[config.mk]
export PLATFORM = sky130hd
export DESIGN_NAME = axis_pixel_repacker
export DESIGN_NICKNAME = d
export VERILOG_FILES = /design/src/rtl/axis_pixel_repacker.sv
export SDC_FILE = /design/constraint.sdc
export NUM_CORES = 1
export LEC_CHECK = 0
export BUFFER_PORTS_ARGS = -buffer_cell sky130_fd_sc_hd__buf_2
export CAP_MARGIN = 20
export CORE_MARGIN = 4
export CORE_UTILIZATION = 45
export DETAILED_ROUTE_END_ITERATION = 10
export PLACE_DENSITY_LB_ADDON = 0.05
export SETUP_SLACK_MARGIN = 0.2
export SLEW_MARGIN = 20
export SYNTH_ARGS = -nofsm -noshare
export SYNTH_HDL_FRONTEND = slang
export SYNTH_SLANG_ARGS = --single-unit
[constraint.sdc]
create_clock -name aclk -period 6.5 [get_ports aclk]
set_input_delay 0.65 -clock aclk [delete_from_list [all_inputs] [get_ports aclk]]
set_output_delay 0.65 -clock aclk [all_outputs]
set_load 0.01 [all_outputs]
[src/rtl/axis_pixel_repacker.sv]
// AXI4-Stream pixel repacker: PPC_IN pixels/beat in, PPC_OUT pixels/beat out.
// SOF/EOL are regenerated from frame counters; incoming markers are only checked.
//
// state  | meaning
// SYNC   | discarding beats until one arrives with tuser=1
// ACTIVE | counting pixels of a frame; frame_done set means SOF is expected next
module axis_pixel_repacker #(
    parameter int PIXEL_WIDTH  = 24,
    parameter int PPC_IN       = 2,
    parameter int PPC_OUT      = 1,
    parameter int FRAME_WIDTH  = 64,
    parameter int FRAME_HEIGHT = 48
) (
    input  logic                           aclk,
    input  logic                           aresetn,
    input  logic [PIXEL_WIDTH*PPC_IN-1:0]  s_axis_tdata,
    input  logic                           s_axis_tvalid,
    output logic                           s_axis_tready,
    input  logic                           s_axis_tuser,
    input  logic                           s_axis_tlast,
    output logic [PIXEL_WIDTH*PPC_OUT-1:0] m_axis_tdata,
    output logic                           m_axis_tvalid,
    input  logic                           m_axis_tready,
    output logic                           m_axis_tuser,
    output logic                           m_axis_tlast,
    output logic [15:0]                    frame_count,
    output logic                           err_eol_early,
    output logic                           err_eol_late,
    output logic                           err_sof_early,
    output logic                           err_sof_missing
);
    localparam int          IN_W     = PIXEL_WIDTH * PPC_IN;
    localparam int          OUT_W    = PIXEL_WIDTH * PPC_OUT;
    localparam bit          GATHER   = (PPC_OUT > PPC_IN);
    localparam int          R        = GATHER ? (PPC_OUT / PPC_IN) : (PPC_IN / PPC_OUT);
    localparam logic [7:0]  R_LAST   = 8'(R - 1);
    localparam logic [15:0] COL_LAST = 16'(FRAME_WIDTH - PPC_IN);
    localparam logic [15:0] ROW_LAST = 16'(FRAME_HEIGHT - 1);
    localparam logic [15:0] COL_STEP = 16'(PPC_IN);

    typedef enum logic {SYNC, ACTIVE} state_t;

    state_t      state;
    logic        frame_done;
    logic        ready_en;
    logic        dp_ready;
    logic [15:0] in_col;
    logic [15:0] in_row;
    logic [15:0] col;
    logic [15:0] row;
    logic        in_acc;
    logic        take;
    logic        restart;
    logic        sof_early;
    logic        sof_miss;
    logic        eol_early;
    logic        eol_late;
    logic        beat_sof;
    logic        beat_eol;
    logic        frame_end;

    assign s_axis_tready = ready_en && dp_ready;
    assign in_acc        = s_axis_tvalid && s_axis_tready;

    // Classify the accepted beat: take = its pixels go to the datapath.
    always_comb begin
        take      = 1'b0;
        restart   = 1'b0;
        sof_early = 1'b0;
        sof_miss  = 1'b0;
        if (in_acc) begin
            if (state == SYNC || frame_done) begin
                take     = s_axis_tuser;
                restart  = s_axis_tuser;
                sof_miss = (state == ACTIVE) && !s_axis_tuser;
            end else begin
                take      = 1'b1;
                restart   = s_axis_tuser;
                sof_early = s_axis_tuser;
            end
        end
        col       = restart ? 16'd0 : in_col;
        row       = restart ? 16'd0 : in_row;
        beat_sof  = (col == 16'd0) && (row == 16'd0);
        beat_eol  = (col == COL_LAST);
        frame_end = beat_eol && (row == ROW_LAST);
        eol_early = take && !sof_early && s_axis_tlast && !beat_eol;
        eol_late  = take && !sof_early && !s_axis_tlast && beat_eol;
    end

    always_ff @(posedge aclk) begin
        if (!aresetn) begin
            state           <= SYNC;
            frame_done      <= 1'b0;
            ready_en        <= 1'b0;
            in_col          <= '0;
            in_row          <= '0;
            frame_count     <= '0;
            err_eol_early   <= 1'b0;
            err_eol_late    <= 1'b0;
            err_sof_early   <= 1'b0;
            err_sof_missing <= 1'b0;
        end else begin
            ready_en        <= 1'b1;
            err_eol_early   <= eol_early;
            err_eol_late    <= eol_late;
            err_sof_early   <= sof_early;
            err_sof_missing <= sof_miss;
            if (sof_miss) begin
                state      <= SYNC;
                frame_done <= 1'b0;
            end else if (take) begin
                state      <= ACTIVE;
                frame_done <= frame_end;
                if (beat_eol) begin
                    in_col <= '0;
                    in_row <= frame_end ? 16'd0 : row + 16'd1;
                end else begin
                    in_col <= col + COL_STEP;
                    in_row <= row;
                end
                if (frame_end)
                    frame_count <= frame_count + 16'd1;
            end
        end
    end

    generate
        if (GATHER) begin : g_gather
            logic [OUT_W-1:0] acc;
            logic [7:0]       g_cnt;
            logic [7:0]       g_eff;
            logic             grp_sof;
            logic [OUT_W-1:0] out_data;
            logic             out_valid;
            logic             out_user;
            logic             out_last;

            // An early SOF drops whatever partial group was collected.
            assign g_eff    = restart ? 8'd0 : g_cnt;
            assign dp_ready = (g_cnt != R_LAST) || !out_valid || m_axis_tready;

            always_ff @(posedge aclk) begin
                if (!aresetn) begin
                    acc       <= '0;
                    g_cnt     <= '0;
                    grp_sof   <= 1'b0;
                    out_data  <= '0;
                    out_valid <= 1'b0;
                    out_user  <= 1'b0;
                    out_last  <= 1'b0;
                end else begin
                    if (out_valid && m_axis_tready)
                        out_valid <= 1'b0;
                    if (take) begin
                        if (g_eff == R_LAST) begin
                            out_data  <= {s_axis_tdata, acc[OUT_W-1:IN_W]};
                            out_valid <= 1'b1;
                            out_user  <= grp_sof;
                            out_last  <= beat_eol;
                            g_cnt     <= '0;
                        end else begin
                            acc   <= {s_axis_tdata, acc[OUT_W-1:IN_W]};
                            g_cnt <= g_eff + 8'd1;
                            if (g_eff == 8'd0)
                                grp_sof <= beat_sof;
                        end
                    end
                end
            end

            assign m_axis_tdata  = out_data;
            assign m_axis_tvalid = out_valid;
            assign m_axis_tuser  = out_user;
            assign m_axis_tlast  = out_last;
        end else begin : g_split
            logic [IN_W-1:0] hold;
            logic            hold_valid;
            logic            hold_sof;
            logic            hold_eol;
            logic [7:0]      sub;

            assign dp_ready = !hold_valid || (m_axis_tready && sub == R_LAST);

            // Hold shifts down one output beat per accepted sub-beat, LSB first.
            always_ff @(posedge aclk) begin
                if (!aresetn) begin
                    hold       <= '0;
                    hold_valid <= 1'b0;
                    hold_sof   <= 1'b0;
                    hold_eol   <= 1'b0;
                    sub        <= '0;
                end else begin
                    if (hold_valid && m_axis_tready) begin
                        if (sub == R_LAST) begin
                            hold_valid <= 1'b0;
                        end else begin
                            hold <= hold >> OUT_W;
                            sub  <= sub + 8'd1;
                        end
                    end
                    if (take) begin
                        hold       <= s_axis_tdata;
                        hold_valid <= 1'b1;
                        hold_sof   <= beat_sof;
                        hold_eol   <= beat_eol;
                        sub        <= '0;
                    end
                end
            end

            assign m_axis_tdata  = hold[OUT_W-1:0];
            assign m_axis_tvalid = hold_valid;
            assign m_axis_tuser  = hold_valid && hold_sof && (sub == 8'd0);
            assign m_axis_tlast  = hold_valid && hold_eol && (sub == R_LAST);
        end
    endgenerate

endmodule

==> qor.log, run 1 <==
INFO  status         status=finished clean
INFO  grt            grt_antenna_before_repair=0
INFO  cts            post_cts_buffers=0
INFO  floorplan      die_area=13600um^2
INFO  grt            largest_net_degree_at_the_start_of_global_routing=54
INFO  yosys          synth-warning-count=0
INFO  yosys          synth_fp_nets=671
INFO  worst_hold_path start_point_of_the_worst_hold_path=s_axis_tlast
INFO  power_and_ir_drop internal-power=1.37mW
INFO  worst_setup_path critPathArrivalTime=4.24ns
INFO  power_and_ir_drop netSwitchingPower=402uW
INFO  timing         fmax=256MHz
INFO  worst_setup_path worst-r2r-cell-count=11
INFO  cts            postCtsHoldBufs=0
INFO  cts            cts_max_level=4
INFO  finish         post_route_cells_drive_above_1_share=0.216
INFO  worst_setup_path critPathLaunchType=flop
INFO  yosys          synth_enable_flop_cells=0
INFO  timing         worst_slew_pin_slew=0.901ns
INFO  timing         finalCriticalPeriod=3.91ns
INFO  yosys          synthSimpleGateAreaFrac=0.211
INFO  route          ant_nets=0
INFO  cts            number_of_sinks_driven_by_the_clock_tree=114
INFO  worst_setup_path r2r_end=in_row[14]$_SDFFE_PN0P_
INFO  finish         design.final.nets=744
INFO  yosys          synth_compound_area_frac=0.199
INFO  cts            clk-insertion-delay-late=0.42ns
INFO  route          drt_drc_violations_left=0
INFO  floorplan      start_util=0.463
INFO  power_and_ir_drop p_comb_frac=0.063
INFO  cts            cts_resized=0
INFO  yosys          synthTopCellsByArea=dfxtp_1 (43%), mux2i_1 (4.7%), nor2_1 (4.6%)
INFO  worst_setup_path critPathCaptureType=flop
INFO  timing         fin_skew=0.0142ns
INFO  floorplan      num_rows=39
INFO  yosys          synthXorXnorAreaFrac=0.0297
INFO  route          avgRoutedWirePerCell=17.0um
INFO  yosys          synthesis.area_per_instance=8.71um^2
INFO  timing         setup_ws=2.59ns
INFO  worst_setup_path r2r-start=g_split.sub[2]$_SDFFE_PP0P_
INFO  timing         timing_max_transition_violations_final=0
INFO  route          routed_via_density=5.76
INFO  floorplan      core-area=11500um^2
INFO  yosys          post_synthesis_async_set_or_reset_flop_share=0
INFO  power_and_ir_drop share_seq_of_total_power=0.411
INFO  power_and_ir_drop power-per-cell-area=279nW/um^2
INFO  yosys          synth_top_flop_cell=dfxtp_1
INFO  grt            grt_first_pass_wirelength=23200um
INFO  worst_hold_path hold_path_class=in2reg
INFO  worst_setup_path worstPathRequired=6.84ns
INFO  timing         final.setup.tns=0ns
INFO  cts            cts_buffers=17
INFO  worst_setup_path critical_path.max_fanout=16
INFO  finish         final_common_cell=dfxtp_1
INFO  route          num_vias=4826
INFO  route          drt_iter0_drc=300
INFO  yosys          post_synth_instance_area=5310um^2
INFO  power_and_ir_drop power.clock.fraction=0.525
INFO  finish         layout_common_cells=dfxtp_1 (114), buf_2 (101), nor2_1 (64)
INFO  worst_setup_path worst-setup-path-type=reg2reg
INFO  yosys          synth_seq_area_share=0.430
INFO  timing         setup_viol_count_final=0
INFO  yosys          synth-adder-area-share=0.0165
INFO  floorplan      floorplan.die.height=117um
INFO  finish         areaGrowthSynthToFinish=19.7%
INFO  placed_design  placement.io_buffers=101
INFO  placed_design  place_hpwl=9780um
INFO  power_and_ir_drop sw_ratio=0.227
INFO  run            drv.max_cap_violation_count=0
INFO  timing         unrepaired_setup_endpoints_after_global_routing=no
INFO  yosys          main_combinational_cell_family_by_area_after_synthesis=simple AND/OR/NAND/NOR gates
INFO  yosys          synth_top_area_share=0.430
INFO  yosys          ys_ff_latch=114
INFO  route          detail_route.first_pass.iterations=5
INFO  floorplan      design.portCount=102
INFO  finish         insertedDiodeCount=0
INFO  yosys          ys_types=46
INFO  yosys          post_synthesis_mux_area_share=0.0471
INFO  grt            globalRouteOverflowTotal=0
INFO  route          wl=14300um
INFO  worst_hold_path hold_end=err_eol_late$_SDFF_PN0_
INFO  grt            number_of_global_route_vias_before_repair=4710
INFO  yosys          syn_inst=610
INFO  placed_design  gpl.final_weighted_congestion=0.899
INFO  timing         max-slew-margin-rel=0.395
INFO  timing         fin_crit_sh=0.601
INFO  worst_hold_path worst_hold_path_cells=2
INFO  cts            cts-root-buf=clkbuf_16
INFO  timing         timing_hold_violations_final=0
INFO  cts            worst_setup_hold_path_clk_slew=0.05ns
INFO  floorplan      die_width=117um
INFO  power_and_ir_drop static_leakage=2.51nW
INFO  cts            cts-root-to-sink-buffers=2
INFO  power_and_ir_drop max-vdd-ir-drop=223uV
INFO  cts            cts_tree=yes
INFO  placed_design  dp_slack=2.65ns
INFO  grt            global_router_s_overall_resource_usage=0.215
INFO  worst_setup_path timing.reg2reg.setup_slack=2.59ns
INFO  yosys          synth_largest_area_cell=dfxtp_1
## worst max path at each step
stage                                            from                            to  cells after the start
after floorplan                          s_axis_tuser  frame_count[10]$_SDFFE_PN0P_                     14
after global placement    g_split.sub[2]$_SDFFE_PP0P_       in_row[14]$_SDFFE_PN0P_                     11
after detailed placement  g_split.sub[2]$_SDFFE_PP0P_       in_row[11]$_SDFFE_PN0P_                     11
after CTS                 g_split.sub[2]$_SDFFE_PP0P_       in_row[14]$_SDFFE_PN0P_                     11
after global routing      g_split.sub[2]$_SDFFE_PP0P_       in_row[14]$_SDFFE_PN0P_                     11
final                     g_split.sub[2]$_SDFFE_PP0P_       in_row[14]$_SDFFE_PN0P_                     11
## cells by family after synthesis
| family | count (synthesis) |
|---|---|
| buf+inv | 70 |
| flops | 114 |
| xor+xnor | 18 |
| mux | 25 |
| simple gates | 220 |
| fa+ha+maj | 7 |
| compound gates | 156 |
## critical path, cell delays in order (launching register included)
cell	delay [ns]
dfxtp_1	0.38
nor4_4	0.50
a41o_1	0.48
nand2_1	0.45
and2_1	0.34
ha_1	0.24
and3_1	0.21
nand2_1	0.08
nor4_2	0.06
nor2_1	0.66
o21ai_0	0.22
a31oi_1	0.20
## routing by layer
metal	track usage	vias to the layer above	part of all wire
met5	0	-	0
met4	0.0826	0	0.011
met3	0.0580	12	0.064
met2	0.337	153	0.47
met1	0.285	2309	0.45
li1	-	2352	-
## power groups by stage
stage / sequential (mW) / combinational [mW] / clock, mW
6_report: 0.728 / 0.112 / 0.931
5_1_grt: 0.730 / 0.124 / 0.981
4_1_cts: 0.728 / 0.112 / 0.946
3_5_place_dp: 0.743 / 0.112 / 0
3_3_place_gp: 0.742 / 0.111 / 0
2_1_floorplan: 0.740 / 0.0771 / 0
## final cells by class
cell class | count | area, um^2
fill | 1035 | 5110
multi-input combinational | 426 | 2690
sequential | 114 | 2280
timing repair buffer | 109 | 566
clock buffer | 21 | 450
tap | 143 | 179
clock inverter | 10 | 135
inverter | 15 | 56.3
## synthesized netlist by cell type (3+ instances only)
cell type	count
dfxtp_1	114
nor2_1	65
nand2_1	49
o21ai_0	40
a21oi_1	29
clkbuf_1	28
a211oi_1	27
buf_4	25
mux2i_1	25
a22o_1	24
nand3_1	24
nand4_1	17
inv_1	14
xor2_1	13
a31oi_1	12
and3_1	11
nor3_1	10
nor4_1	9
and2_1	8
or3_1	8
ha_1	7
and4_1	5
o31ai_1	5
xnor2_1	5
a211o_1	3
a21o_1	3
o211ai_1	3
or2_2	3
or4_1	3
## flip-flops by register name, summed over array words and instances, names as in the netlist, 8 cells and up
signal and flops:
frame_count 16, g_split.hold 48, g_split.sub 8, in_col 16, in_row 16
## per-stage QoR
step / util / instances / power (mW) / instance area (um^2) / hold slack (ns)
global route: 0.555 / 838 / 1.83 / 6360 / 0.416
CTS: 0.555 / 838 / 1.79 / 6360 / 0.405
detailed placement: 0.504 / 807 / 0.855 / 5770 / 0.447
finish: 0.555 / 838 / 1.77 / 6360 / 0.413
global placement: 0.504 / 807 / 0.854 / 5770 / 0.450
floorplan: - / 610 / 0.817 / 5310 / 0.432
No activity file was read; power rests on OpenSTA's default activity.
==> run 2, diff against run 1 <==
ABC_AREA = 1   (was default)
clock period = 3.7 ns   (was 6.5 ns; I/O delays follow)
==> qor.log, run 2 <==
INFO  placed_design  place_hpwl=10700um
INFO  yosys          synthesis.area_per_instance=7.48um^2
INFO  yosys          synth_top_flop_cell=dfxtp_1
INFO  finish         finalInstanceArea=6910um^2
INFO  yosys          synthTopCellsByArea=dfxtp_1 (39%), nand2_1 (12%), nand3_1 (7.0%)
INFO  yosys          ys_types=44
INFO  power_and_ir_drop power-per-cell-area=446nW/um^2
INFO  floorplan      start_util=0.463
INFO  yosys          ys_ff_latch=114
INFO  cts            number_of_sinks_driven_by_the_clock_tree=114
INFO  timing         worst_slew_pin_slew=0.816ns
INFO  route          wl_met1=7020um
INFO  route          met2_length=7520um
INFO  run            drv.max_cap_violation_count=0
INFO  route          avgRoutedWirePerCell=15.1um
INFO  cts            cts_buffers=17
INFO  yosys          synth_fp_nets=849
INFO  route          drt_iter0_drc=452
INFO  yosys          syn_inst=788
INFO  grt            global_router_s_overall_resource_usage=0.213
INFO  route          ant_nets=0
INFO  yosys          synth-warning-count=0
INFO  grt            grt_first_pass_wirelength=25400um
INFO  cts            cts_tree=yes
INFO  grt            globalRouteOverflowTotal=0
INFO  floorplan      die_area=15000um^2
INFO  timing         max-slew-margin-rel=0.452
INFO  worst_setup_path critical_path.max_fanout=28
INFO  finish         multiInputGateArea=3000um^2
INFO  floorplan      die_width=122um
INFO  cts            clk-insertion-delay-late=0.42ns
INFO  finish         number_of_flip_flops_in_the_largest_register=48
INFO  worst_setup_path critPathCaptureType=flop
INFO  worst_setup_path critPathLaunchType=flop
INFO  timing         fin_crit_sh=0.798
INFO  route          drt_drc_violations_left=0
INFO  finish         largest_register=g_split.hold
INFO  route          routed_via_density=5.41
INFO  power_and_ir_drop max-vdd-ir-drop=295uV
INFO  placed_design  placement.io_buffers=101
INFO  finish         fillers=1262
INFO  yosys          synth_top_area_share=0.387
INFO  power_and_ir_drop static_leakage=2.82nW
INFO  timing         unrepaired_setup_endpoints_after_global_routing=no
INFO  placed_design  dpl-instance-area=6300um^2
INFO  cts            cts-root-to-sink-buffers=2
INFO  timing         final.setup.tns=0ns
INFO  yosys          synthTopCellsByCount=nand2_1 (195), dfxtp_1 (114), nand3_1 (82), inv_1 (51), nor2_1 (47)
INFO  finish         areaGrowthSynthToFinish=17.1%
INFO  timing         fmax=338MHz
INFO  timing         timing_hold_violations_final=0
INFO  grt            largest_net_degree_at_the_start_of_global_routing=60
INFO  finish         post_route_cells_drive_above_1_share=0.202
INFO  status         status=finished clean
INFO  yosys          synth_enable_flop_cells=0
INFO  finish         seq_area=2280um^2
INFO  timing         timing_max_transition_violations_final=0
INFO  route          detail_route.first_pass.iterations=6
INFO  floorplan      design.portCount=102
INFO  yosys          post_synthesis_async_set_or_reset_flop_share=0
INFO  cts            cts_resized=0
INFO  yosys          synth_seq_area_share=0.387
INFO  route          wl=15700um
INFO  timing         setup_viol_count_final=0
INFO  power_and_ir_drop power_consumption=3.08mW
INFO  cts            cts-root-buf=clkbuf_16
INFO  route          highest-signal-layer=met4
INFO  finish         insertedDiodeCount=0
INFO  cts            worst_setup_hold_path_clk_slew=0.06ns
INFO  finish         final_common_cell=nand2_1
INFO  floorplan      floorplan.die.height=122um
INFO  floorplan      core-area=12700um^2
INFO  placed_design  gpl.final_weighted_congestion=0.883
INFO  placed_design  dp_slack=0.734ns
INFO  finish         layout_common_cells=nand2_1 (195), dfxtp_1 (114), buf_2 (101)
INFO  worst_hold_path hold_path_class=in2reg
INFO  grt            number_of_global_route_vias_before_repair=5219
INFO  timing         fin_skew=0.00941ns
INFO  worst_setup_path worst-setup-path-type=reg2reg
INFO  timing         final.hold.worst_slack=0.131ns
INFO  cts            post_cts_buffers=0
INFO  route          wl_met3=837um
INFO  worst_setup_path critPathArrivalTime=3.27ns
INFO  floorplan      num_rows=41
INFO  cts            postCtsHoldBufs=0
INFO  worst_setup_path worstPathRequired=4.01ns
INFO  route          num_vias=5623
INFO  timing         setup_ws=0.746ns
INFO  cts            cts_max_level=4
INFO  grt            grt_antenna_before_repair=0
INFO  timing         finalCriticalPeriod=2.95ns
INFO  yosys          synth_most_common_cell=nand2_1
INFO  yosys          post_synth_instance_area=5900um^2
INFO  finish         design.final.nets=915
INFO  yosys          synth_largest_area_cell=dfxtp_1
-- run 2: worst max-delay path, stage by stage (launching register included) --
cell and delay (ns):
dfxtp_1 0.40, ha_1 0.17, inv_1 0.04, nor2_2 0.12, nand3_2 0.09, nand2_2 0.10, nand3_1 0.12, nor2_4 0.48
inv_1 0.37, nand2_2 0.29, clkinv_1 0.12, buf_4 0.25, a22o_1 0.27
-- run 2: cell families (layout without fill, tap and decap cells) --
group | count (synthesis) | count (layout) | synth area share
xor gates and xnor gates | 19 | 19 | 0.0282
and+or+nand+nor | 404 | 404 | 0.322
adders and majority gates | 7 | 7 | 0.0149
AOI/OAI and AO/OA | 121 | 121 | 0.142
DFF | 114 | 114 | 0.387
buffers and inverters | 123 | 202 | 0.106
-- run 2: final cells by class --
| cell class | count | area share |
|---|---|---|
| tap | 172 | 0.0312 |
| clock buffer | 21 | 0.0681 |
| multi-input combinational | 551 | 0.434 |
| sequential | 114 | 0.330 |
| clock inverter | 11 | 0.0188 |
| timing repair buffer | 109 | 0.0837 |
| inverter | 61 | 0.0332 |
-- run 2: path summary, 6_finish.rpt --
path | start | endpoint | slack, ns | cells after the start
setup / recovery | g_split.sub[0]$_SDFFE_PP0P_ | in_col[2]$_SDFFE_PN0P_ | 0.75 | 12
hold / removal | s_axis_tlast | err_eol_late$_SDFF_PN0_ | 0.13 | 2
setup reg to reg | g_split.sub[0]$_SDFFE_PP0P_ | in_col[2]$_SDFFE_PN0P_ | 0.75 | 12
hold reg to reg | g_split.sub[7]$_SDFFE_PP0P_ | g_split.sub[7]$_SDFFE_PP0P_ | 0.47 | 2
-- run 2: stage by stage --
stage,instances,utilization
detailed placement,1007,0.496
global route,1039,0.543
global placement,1007,0.496
finish,1039,0.543
CTS,1039,0.543
floorplan,788,-
-- run 2: power breakdown --
group | leakage [nW] | internal [mW] | total [mW] | switching (mW)
combinational | 1.62 | 0.0636 | 0.176 | 0.113
clock | 0.281 | 1.05 | 1.63 | 0.587
sequential | 0.923 | 1.26 | 1.27 | 0.0161
total | 2.82 | 2.36 | 3.08 | 0.716
-- run 2: routing by layer --
metal  global-route usage  vias to the layer above
met5                    0                        -
met4               0.0756                        0
met3               0.0613                       31
met2                0.338                      151
met1                0.276                     2629
li1                     -                     2812
